==> config.mk <==
export PLATFORM = sky130hd
export DESIGN_NAME = seq_match_monitor
export DESIGN_NICKNAME = d
export VERILOG_FILES = /design/src/rtl/seq_match_monitor.sv
export SDC_FILE = /design/constraint.sdc
export NUM_CORES = 1
export LEC_CHECK = 0
export BUFFER_PORTS_ARGS = -buffer_cell sky130_fd_sc_hd__buf_2
export CAP_MARGIN = 25
export CORE_AREA = 2 2 92 94
export CTS_CLUSTER_DIAMETER = 100
export CTS_CLUSTER_SIZE = 28
export DETAILED_ROUTE_END_ITERATION = 12
export DIE_AREA = 0 0 94 96
export PLACE_DENSITY_LB_ADDON = 0.3
export SYNTH_ARGS = -nofsm -noshare
export SYNTH_HDL_FRONTEND = slang
export SYNTH_SLANG_ARGS = --single-unit
==> constraint.sdc <==
create_clock -name clk -period 3.4 [get_ports clk]
set_clock_uncertainty 0.1 [all_clocks]
set_input_delay 0.34 -clock clk [delete_from_list [all_inputs] [get_ports clk]]
set_output_delay 0.34 -clock clk [all_outputs]
set_load 0.005 [all_outputs]
==> src/rtl/seq_match_monitor.sv <==
// Monitor for the 1011 sequence detector. It counts detections, measures the spacing
// between them, and raises a sticky alarm when a burst of detections falls inside a window.
module seq_match_monitor #(
   parameter int CNT_W = 16,
   parameter int WIN_W = 8
) (
   input  logic             clk,
   input  logic             rst,
   input  logic             en,
   input  logic             clr,
   input  logic             match,
   input  logic [WIN_W-1:0] win_len,
   input  logic [WIN_W-1:0] thresh,
   output logic [CNT_W-1:0] total_cnt,
   output logic [WIN_W-1:0] win_cnt,
   output logic [CNT_W-1:0] last_gap,
   output logic             gap_valid,
   output logic             alarm,
   output logic             alarm_pulse,
   output logic [1:0]       state
);
   typedef enum logic [1:0] {
      IDLE  = 2'b00,
      ARMED = 2'b01,
      TRACK = 2'b10,
      ALARM = 2'b11
   } state_t;

   localparam logic [CNT_W-1:0] CNT_ZERO = {CNT_W{1'b0}};
   localparam logic [CNT_W-1:0] CNT_ONE  = {{(CNT_W-1){1'b0}}, 1'b1};
   localparam logic [CNT_W-1:0] CNT_MAX  = {CNT_W{1'b1}};
   localparam logic [WIN_W-1:0] WIN_ZERO = {WIN_W{1'b0}};
   localparam logic [WIN_W-1:0] WIN_ONE  = {{(WIN_W-1){1'b0}}, 1'b1};
   localparam logic [WIN_W-1:0] WIN_MAX  = {WIN_W{1'b1}};

   function automatic logic [CNT_W-1:0] sat_inc_cnt(input logic [CNT_W-1:0] v);
      return (v == CNT_MAX) ? v : (v + CNT_ONE);
   endfunction

   function automatic logic [WIN_W-1:0] sat_inc_win(input logic [WIN_W-1:0] v);
      return (v == WIN_MAX) ? v : (v + WIN_ONE);
   endfunction

   state_t           state_r, state_s;
   logic [CNT_W-1:0] total_r, total_s, gap_r, gap_s, gap_tmr_r, gap_tmr_s;
   logic [WIN_W-1:0] win_r, win_s, win_tmr_r, win_tmr_s, thr_r, thr_s;
   logic             gv_r, gv_s, seen_r, seen_s, alarm_r, alarm_s, pulse_r, pulse_s;
   logic             acc_s, open_s, raise_s;
   logic [WIN_W-1:0] open_tmr_s, win_inc_s;

   // FSM state register
   always_ff @(posedge clk or negedge rst) begin
      if (!rst) begin
         state_r <= IDLE;
      end else begin
         state_r <= state_s;
      end
   end

   // Next-state and next-value logic for every register
   always_comb begin
      state_s    = state_r;
      total_s    = total_r;
      gap_s      = gap_r;
      gap_tmr_s  = gap_tmr_r;
      win_s      = win_r;
      win_tmr_s  = win_tmr_r;
      thr_s      = thr_r;
      gv_s       = gv_r;
      seen_s     = seen_r;
      alarm_s    = alarm_r;
      pulse_s    = 1'b0;
      acc_s      = 1'b0;
      open_s     = 1'b0;
      raise_s    = 1'b0;
      open_tmr_s = (win_len == WIN_ZERO) ? WIN_ZERO : (win_len - WIN_ONE);
      win_inc_s  = sat_inc_win(win_r);
      if (clr) begin
         state_s   = en ? ARMED : IDLE;
         total_s   = CNT_ZERO;
         gap_s     = CNT_ZERO;
         gap_tmr_s = CNT_ZERO;
         win_s     = WIN_ZERO;
         win_tmr_s = WIN_ZERO;
         gv_s      = 1'b0;
         seen_s    = 1'b0;
         alarm_s   = 1'b0;
      end else if (!en) begin
         state_s   = IDLE;
         win_s     = WIN_ZERO;
         win_tmr_s = WIN_ZERO;
         gap_tmr_s = sat_inc_cnt(gap_tmr_r);
      end else begin
         acc_s = match && (state_r != IDLE);
         if (acc_s) begin
            total_s   = sat_inc_cnt(total_r);
            gap_tmr_s = CNT_ONE;
            seen_s    = 1'b1;
            if (seen_r) begin
               gap_s = gap_tmr_r;
               gv_s  = 1'b1;
            end else begin
               gap_s = gap_r;
            end
         end else begin
            gap_tmr_s = sat_inc_cnt(gap_tmr_r);
         end
         case (state_r)
            IDLE:  state_s = ARMED;
            ARMED: begin
               if (match) begin
                  open_s = 1'b1;
               end else begin
                  state_s = ARMED;
               end
            end
            TRACK: begin
               if (win_tmr_r == WIN_ZERO) begin
                  if (match) begin
                     open_s = 1'b1;
                  end else begin
                     state_s = ARMED;
                     win_s   = WIN_ZERO;
                  end
               end else begin
                  win_tmr_s = win_tmr_r - WIN_ONE;
                  if (match) begin
                     win_s   = win_inc_s;
                     raise_s = (thr_r != WIN_ZERO) && (win_inc_s >= thr_r);
                  end else begin
                     win_s = win_r;
                  end
               end
            end
            ALARM:   state_s = ALARM;
            default: state_s = IDLE;
         endcase
         // A fresh window samples win_len/thresh; threshold 1 trips on the opening match
         if (open_s) begin
            state_s   = TRACK;
            win_s     = WIN_ONE;
            win_tmr_s = open_tmr_s;
            thr_s     = thresh;
            raise_s   = (thresh == WIN_ONE);
         end else begin
            thr_s = thr_r;
         end
         if (raise_s) begin
            state_s = ALARM;
            alarm_s = 1'b1;
            pulse_s = 1'b1;
         end else begin
            pulse_s = 1'b0;
         end
      end
   end

   // Counter, timer and flag registers
   always_ff @(posedge clk or negedge rst) begin
      if (!rst) begin
         total_r   <= CNT_ZERO;
         gap_r     <= CNT_ZERO;
         gap_tmr_r <= CNT_ZERO;
         win_r     <= WIN_ZERO;
         win_tmr_r <= WIN_ZERO;
         thr_r     <= WIN_ZERO;
         gv_r      <= 1'b0;
         seen_r    <= 1'b0;
         alarm_r   <= 1'b0;
         pulse_r   <= 1'b0;
      end else begin
         total_r   <= total_s;
         gap_r     <= gap_s;
         gap_tmr_r <= gap_tmr_s;
         win_r     <= win_s;
         win_tmr_r <= win_tmr_s;
         thr_r     <= thr_s;
         gv_r      <= gv_s;
         seen_r    <= seen_s;
         alarm_r   <= alarm_s;
         pulse_r   <= pulse_s;
      end
   end

   assign total_cnt   = total_r;
   assign win_cnt     = win_r;
   assign last_gap    = gap_r;
   assign gap_valid   = gv_r;
   assign alarm       = alarm_r;
   assign alarm_pulse = pulse_r;
   assign state       = state_r;
endmodule

==> results of run 1 <==
## worst register-to-register path: stages (launching register included)
cell	delay [ns]
dfrtp_1	0.45
ha_1	0.20
and2_0	0.26
nand3_1	0.26
xnor2_1	0.23
ha_1	0.25
nand2b_1	0.15
a2111oi_1	0.49
nor4_1	0.10
o211ai_1	0.34
a221oi_1	0.15
## repair_timing
item	4_1_cts	5_1_grt
setup endpoints to repair	0	2
hold buffers	0	1
gates resized for setup	0	1
endpoints found under the hold margin	0	11
setup buffers	0	0
## sequential cells by signal (all words and copies together) (netlist names)
register and flops:
alarm 1, gap_tmr_r 16, alarm_pulse 1, win_cnt 8, state 2, thr_r 8
last_gap 16, gap_valid 1, seen_r 1, total_cnt 16, win_tmr_r 8
## where the power goes
part | switching [µW] | internal [µW]
Sequential | 43.9 | 978
Clock | 374 | 349
Combinational | 185 | 122
Total | 603 | 1450
## cell type report
cell class                 instances  area, µm²  area share, %
tap                              105        131           2.59
sequential                        78       1950           38.5
clock buffer                       9        124           2.44
inverter                          26       97.6           1.93
clock inverter                     7       78.8           1.56
multi-input combinational        336       2300           45.5
timing repair buffer              69        380           7.51
## synth_stat cells, types with 3 or more instances
master     number  area share, %
dfrtp_1        78             44
nor2_1         40            3.4
nand2_1        35            3.0
inv_1          26            2.2
xnor2_1        22            4.4
a21oi_1        21            2.4
ha_1           19            5.4
a22o_1         18            3.6
nand3_1        14            1.6
o21ai_1        13            1.5
a211oi_1       10            1.7
nor3_1         10            1.1
o21ai_0        10            1.1
and3_1          9            1.3
clkbuf_1        8           0.68
nor4_1          8            1.1
a32o_1          7            1.6
nand4_1         7           0.99
buf_2           6           0.68
a21o_1          5           0.85
and4_1          5           0.99
mux2i_1         5            1.1
nand2b_1        5           0.71
xor2_1          5           0.99
nor2b_1         4           0.57
a2111oi_0       3           0.59
a31oi_1         3           0.42
nor3_2          3           0.68
or2_2           3           0.42
or3_1           3           0.42
## metrics by stage
step           setup WS, ns  hold WS (ns)
2_1_floorplan         0.740       -0.0556
3_3_place_gp          0.504         0.358
3_5_place_dp          0.376         0.368
4_1_cts               0.368        0.0747
5_1_grt              0.0442         0.117
6_report              0.294         0.108
## path summary, 6_finish.rpt
kind	from	end	slack, ns	cells past startpoint
max	win_cnt[0]$_DFFE_PN0P_	state[0]$_DFFE_PN0P_	0.29	10
min reg2reg	gap_valid$_DFFE_PN0P_	gap_valid$_DFFE_PN0P_	0.38	1
min in group asynchronous	rst	win_cnt[6]$_DFFE_PN0P_	0.26	2
max reg2reg	win_cnt[0]$_DFFE_PN0P_	state[0]$_DFFE_PN0P_	0.29	10
min	thresh[6]	thr_r[6]$_DFFE_PN0P_	0.11	3
max in group asynchronous	rst	total_cnt[15]$_DFFE_PN0P_	2.39	3
## cells by family (layout without fill, tap and decap cells)
family	count (synthesis)	after routing	share of synthesized area [%]
xor gates and xnor gates	27	27	5.35
muxes	6	6	1.39
AOI/OAI and AO/OA	119	119	19.6
and+or+nand+nor	165	165	20.4
buffers and inverters	41	111	3.74
DFF	78	78	44.2
adders and majority gates	19	19	5.38
## metal layers
metal,share of wire (%),up-vias
met3,4.4,14
li1,-,1810
met4,1.5,0
met5,0,-
met1,48,1805
met2,46,82
## cell usage in the layout, fill, tap and decap left out, drive strengths merged, types with 3 or more instances in the layout
cell,count
a31oi,4
mux2i,5
or2,3
ha,19
xnor2,22
a22o,18
nor4,8
nand2,36
nor2b,4
nor3b,3
nand3,14
a211oi,10
o21ai,25
inv,30
xor2,5
clkbuf,9
nor2,41
nand2b,6
buf,68
nand4,7
or3,3
dfrtp,78
a32o,7
and4,5
a311oi,3
and2,3
nor3,14
a21oi,21
and3,9
a21o,5
a2111oi,3
==> key figures, run 1 <==
Outcome
  • Status: finished, final reports clean

Global routing
  • Met3 GRT Util: 3.76%
  • Grt peak-use layer: met2
  • Met2 GRT Util: about 36%
  • Total track usage: 23.1%
  • Wire length of the first global-routing pass: 16400 µm
  • Initial antenna violation count: 0
  • Largest net degree at the start of global routing: 79
  • Number of global-route vias before repair: 3412
  • Met1 GRT Util: about a third
  • Global route total overflow: 0

Timing
  • Setup_tns: 0 ns
  • Tmin final: just over 3 ns
  • RSZ-0062 raised after global routing: false
  • Final setup viols: 0
  • Fmax: approximately 320 MHz
  • Tcrit/Tclk final: just over 90%
  • Count of final max-slew check failures: 0
  • Worst-margin pin slew: 0.714 ns
  • Final Hold Fails: 0
  • Rel. slew slack: around 52%

Power and ir drop
  • PwrDens: ~400 nW/µm²
  • Pwr Total: between 2000 and 2500 µW
  • LEAKAGE: approximately 0.0024 µW
  • Worst vdd ir: around 200 µV

Placed design
  • Number of I/O port buffers: 65
  • Cells after DPL: approximately 610
  • DP Wirelength: approximately 6900 µm
  • Placed cell area: approximately 4800 µm²
  • RD Place Congestion: between 0.8 and 0.9

Floorplan
  • Die Ht: approximately 96 µm
  • Die width: 94 µm
  • Initial core utilization: 54.9%
  • Rows: 33
  • # IOs: 66
  • Die area: between 9000 and 10000 µm²
  • Core Box Area: a little over 8000 µm²

Clock tree
  • Maximum clock path buffer count: 2
  • CTS root buffer: clkbuf_8
  • CTS Sinks: 78
  • Clk pin slew, worst setup/hold paths: approximately 0.080 ns
  • CTS tree: built
  • CTS H-tree lvls: 3
  • Clock Latency Late Sink: between 0.3 and 0.4 ns
  • Num CTS Buffers: 9

Worst setup path
  • Buffer and inverter count on the worst path: 0
  • Worst EP arrival: 3.23 ns
  • Slowest stage delay, CP: 0.49 ns
  • WP data required: approximately 3.5 ns
  • Worst setup SP type: flop
  • Critical-path maximum fanout: 6
  • Worst-path cell chain: ha_1 -> and2_0 -> nand3_1 -> xnor2_1 -> ha_1 -> nand2b_1 -> a2111oi_1 -> nor4_1 -> o211ai_1 -> a221oi_1
  • Worst path most repeated cell: ha_1
  • CP endpoint kind: flop
  • Cell family with the largest share of critical-path delay: compound AO/OA/AOI/OAI gates
  • CP max-delay cell: a2111oi_1
  • CP Class: flop to flop

Logic synthesis
  • Gate Count Post-Synth: about 460
  • Post-synth EDFFs: 0
  • Synth unique cells: 69
  • Async SR Flop Fraction: 100%
  • Warnings, synthesis: 0
  • Post-Syn Area per Cell: just under 10 µm²
  • Synth Register Bits: between 70 and 80
  • Post-Syn Nets: 495
  • Cell Area, Synth: 4420 µm²
  • Seq/Total Area, Yosys: about 44%
  • Most used DFF post-synth: dfrtp_1

Worst hold path
  • Worst Hold Class: primary input to flop

Detailed routing
  • DRT antenna net count: 0
  • Vias/cell: 5.89
  • 1st-iter DRT viols: around 150
  • Via Count: about 3700
  • Wirelength per Cell: around 16 µm
  • Remaining DRCs: 0
  • Pre-Repair DR Iteration Count: 4
  • Routed WL: roughly 9800 µm

Final layout
  • Design area: between 5000 and 6000 µm²
  • Final Core Density: around 63%
  • Share of post-route cells with drive strength above 1: roughly a fifth
  • Area delta synth->final: 14.7%
  • Fillers: between 600 and 700
  • Final cell count without fillers: between 600 and 700
  • N_diodes: 0
  • Total Nets Final: 560

Run
  • Max cap viols: 0
No activity file was read; power rests on OpenSTA's default activity.
==> run 2: changes to the inputs <==
--- a/config.mk
+++ b/config.mk
@@ -15,2 +15,3 @@
 export PLACE_DENSITY_LB_ADDON = 0.3
+export SLEW_MARGIN = 10
 export SYNTH_ARGS = -nofsm -noshare
==> constraint.sdc (replaced) <==
create_clock -name clk -period 3.4 [get_ports clk]
set_clock_uncertainty 0.1 [all_clocks]
set_input_delay 0.17 -clock clk [delete_from_list [all_inputs] [get_ports clk]]
set_output_delay 0.17 -clock clk [all_outputs]
set_load 0.005 [all_outputs]
==> run 2 against run 1 <==
  * Final area up 1.8%
  * Fmax down 0.21%
  * Die area unchanged
  * Count of clock-buffer cells in the layout unchanged
  * Combinational power up 3%
  * Total power up 0.27%
  * Critical path type unchanged
  * Largest power group unchanged
==> key figures, run 2 (synthesis results as in run 1) <==
Detailed routing
  • Routed WL: 9920 µm (was 9830 µm)
  • 1st-iter DRT viols: 162 (was 149)
  • Pre-Repair DR Iteration Count: 5 (was 4)
  • Vias/cell: 5.84 (was 5.89)
  • DRT antenna net count: 0 (unchanged)
  • Wirelength per Cell: 15.5 µm (was 15.6 µm)
  • Via Count: 3733 (was 3711)
  • Remaining DRCs: 0 (unchanged)

Placed design
  • Pre-CTS setup slack: 0.376 ns (unchanged)
  • DP Wirelength: 6860 µm (unchanged)
  • Placed cell area: 4830 µm² (unchanged)
  • Number of I/O port buffers: 65 (unchanged)
  • RD Place Congestion: 0.895 (unchanged)

Timing
  • PnR worst setup slack: 0.287 ns (was 0.294 ns)
  • Setup_tns: 0 ns (unchanged)
  • Worst-margin pin slew: 0.708 ns (was 0.714 ns)
  • Count of final max-slew check failures: 0 (unchanged)
  • Rel. slew slack: 52.8% (was 52.4%)
  • Tmin final: 3.11 ns (about the same)
  • Tcrit/Tclk final: 91.5% (was 91.4%)
  • Final setup viols: 0 (unchanged)
  • RSZ-0062 raised after global routing: false (unchanged)
  • Fmax: 321 MHz (was 322 MHz)
  • Final Hold Fails: 0 (unchanged)

Worst setup path
  • CP endpoint kind: flop (unchanged)
  • WP data required: 3.52 ns (about the same)
  • CP Class: flop to flop (unchanged)
  • Critical-path maximum fanout: 6 (unchanged)
  • Worst setup SP type: flop (unchanged)
  • Worst EP arrival: 3.23 ns (about the same)

Floorplan
  • Die width: 94 µm (unchanged)
  • Die Ht: 96 µm (unchanged)
  • Rows: 33 (unchanged)
  • # IOs: 66 (unchanged)
  • Die area: 9020 µm² (unchanged)
  • Initial core utilization: 54.9% (unchanged)
  • Core Box Area: 8050 µm² (unchanged)

Global routing
  • Number of global-route vias before repair: 3464 (was 3412)
  • Total track usage: 23.3% (was 23.1%)
  • Largest net degree at the start of global routing: 79 (unchanged)
  • Wire length of the first global-routing pass: 16500 µm (was 16400 µm)
  • Global route total overflow: 0 (unchanged)
  • Initial antenna violation count: 0 (unchanged)

Clock tree
  • Clock Latency Late Sink: 0.36 ns (about the same)
  • CTS tree: built (unchanged)
  • CTS root buffer: clkbuf_8 (unchanged)
  • Maximum clock path buffer count: 2 (unchanged)
  • Clk pin slew, worst setup/hold paths: 0.08 ns (about the same)
  • CTS H-tree lvls: 3 (unchanged)
  • Num CTS Buffers: 9 (unchanged)
  • CTS Sinks: 78 (unchanged)

Final layout
  • N_diodes: 0 (unchanged)
  • Share of post-route cells with drive strength above 1: 19.3% (was 19.6%)
  • Most frequent cells in the layout: dfrtp_1, buf_2, nor2_1 (unchanged)
  • Total Nets Final: 569 (was 560)
  • Area delta synth->final: 16.7% (was 14.7%)
  • Final Core Density: 64.1% (was 62.9%)
  • Design area: 5160 µm² (was 5070 µm²)
  • Commonest non-fill, non-tap cell in the layout: dfrtp_1 (unchanged)

Power and ir drop
  • LEAKAGE: 0.00239 µW (was 0.00235 µW)
  • Pwr Total: 2060 µW (was 2050 µW)
  • PwrDens: 399 nW/µm² (was 405 nW/µm²)
  • Worst vdd ir: 196 µV (was 201 µV)

Outcome
  • Status: finished, final reports clean (unchanged)

Run
  • Max cap viols: 0 (unchanged)

Worst hold path
  • Worst Hold Class: primary input to flop (unchanged)
run 2: changes by cell type in the layout (fill, tap and decap cells not counted):
cell / change
dlygate4sd3_1: +9
run 2: path summary, 6_finish.rpt:
path | startpoint | to | slack, ns | cells after the start
worst max-delay path | win_cnt[0]$_DFFE_PN0P_ | state[0]$_DFFE_PN0P_ | 0.29 | 10
worst min-delay path | win_len[0] | win_tmr_r[0]$_DFFE_PN0P_ | 0.06 | 4
worst max register to register | win_cnt[0]$_DFFE_PN0P_ | state[0]$_DFFE_PN0P_ | 0.29 | 10
worst min register to register | gap_valid$_DFFE_PN0P_ | gap_valid$_DFFE_PN0P_ | 0.39 | 1
max in group asynchronous | rst | total_cnt[15]$_DFFE_PN0P_ | 2.55 | 3
min in group asynchronous | rst | win_cnt[2]$_DFFE_PN0P_ | 0.09 | 2
run 2: repair_timing:
item | 4_1_cts | 5_1_grt
hold buffers | 10 | 0
setup buffers | 0 | 0
setup endpoints to repair | 0 | 2
gates resized for setup | 0 | 1
endpoints found under the hold margin | 87 | 0
run 2: where the power goes:
part	leakage [µW]	switching, µW	total [µW]	internal (µW)
Sequential	0.00106	43.7	1020	978
Combinational	0.00122	186	315	129
Clock	0.000105	371	721	350
run 2: area by class of cell:
| cell class | count | area (µm²) |
|---|---|---|
| fillers | 670 | 2890 |
| multi-input cells | 336 | 2300 |
| flip-flops and latches | 78 | 1950 |
| repair buffers | 78 | 470 |
| well taps | 105 | 131 |
| clock buffers | 9 | 124 |
| inverters | 26 | 97.6 |
| clock inverters | 7 | 78.8 |
run 2: critical path, stage by stage, from the launching register on:
cell,delay (ns)
dfrtp_1,0.46
ha_1,0.20
and2_0,0.26
nand3_1,0.26
xnor2_1,0.23
ha_1,0.25
nand2b_1,0.15
a2111oi_1,0.49
nor4_1,0.10
o211ai_1,0.34
a221oi_1,0.15
run 2: per-stage QoR:
step | std cells | hold slack [ns]
2_1_floorplan | 455 | -0.226
3_3_place_gp | 612 | 0.286
3_5_place_dp | 612 | 0.291
4_1_cts | 638 | 0.0522
5_1_grt | 639 | 0.0718
6_report | 639 | 0.0576
run 2: layer usage:
layer	track usage, %	up-vias	routed length, µm
met1	32.6	1810	4720
li1	-	1827	-
met4	8.82	0	67
met5	0	-	0
met2	36.7	88	4630
met3	3.76	8	492
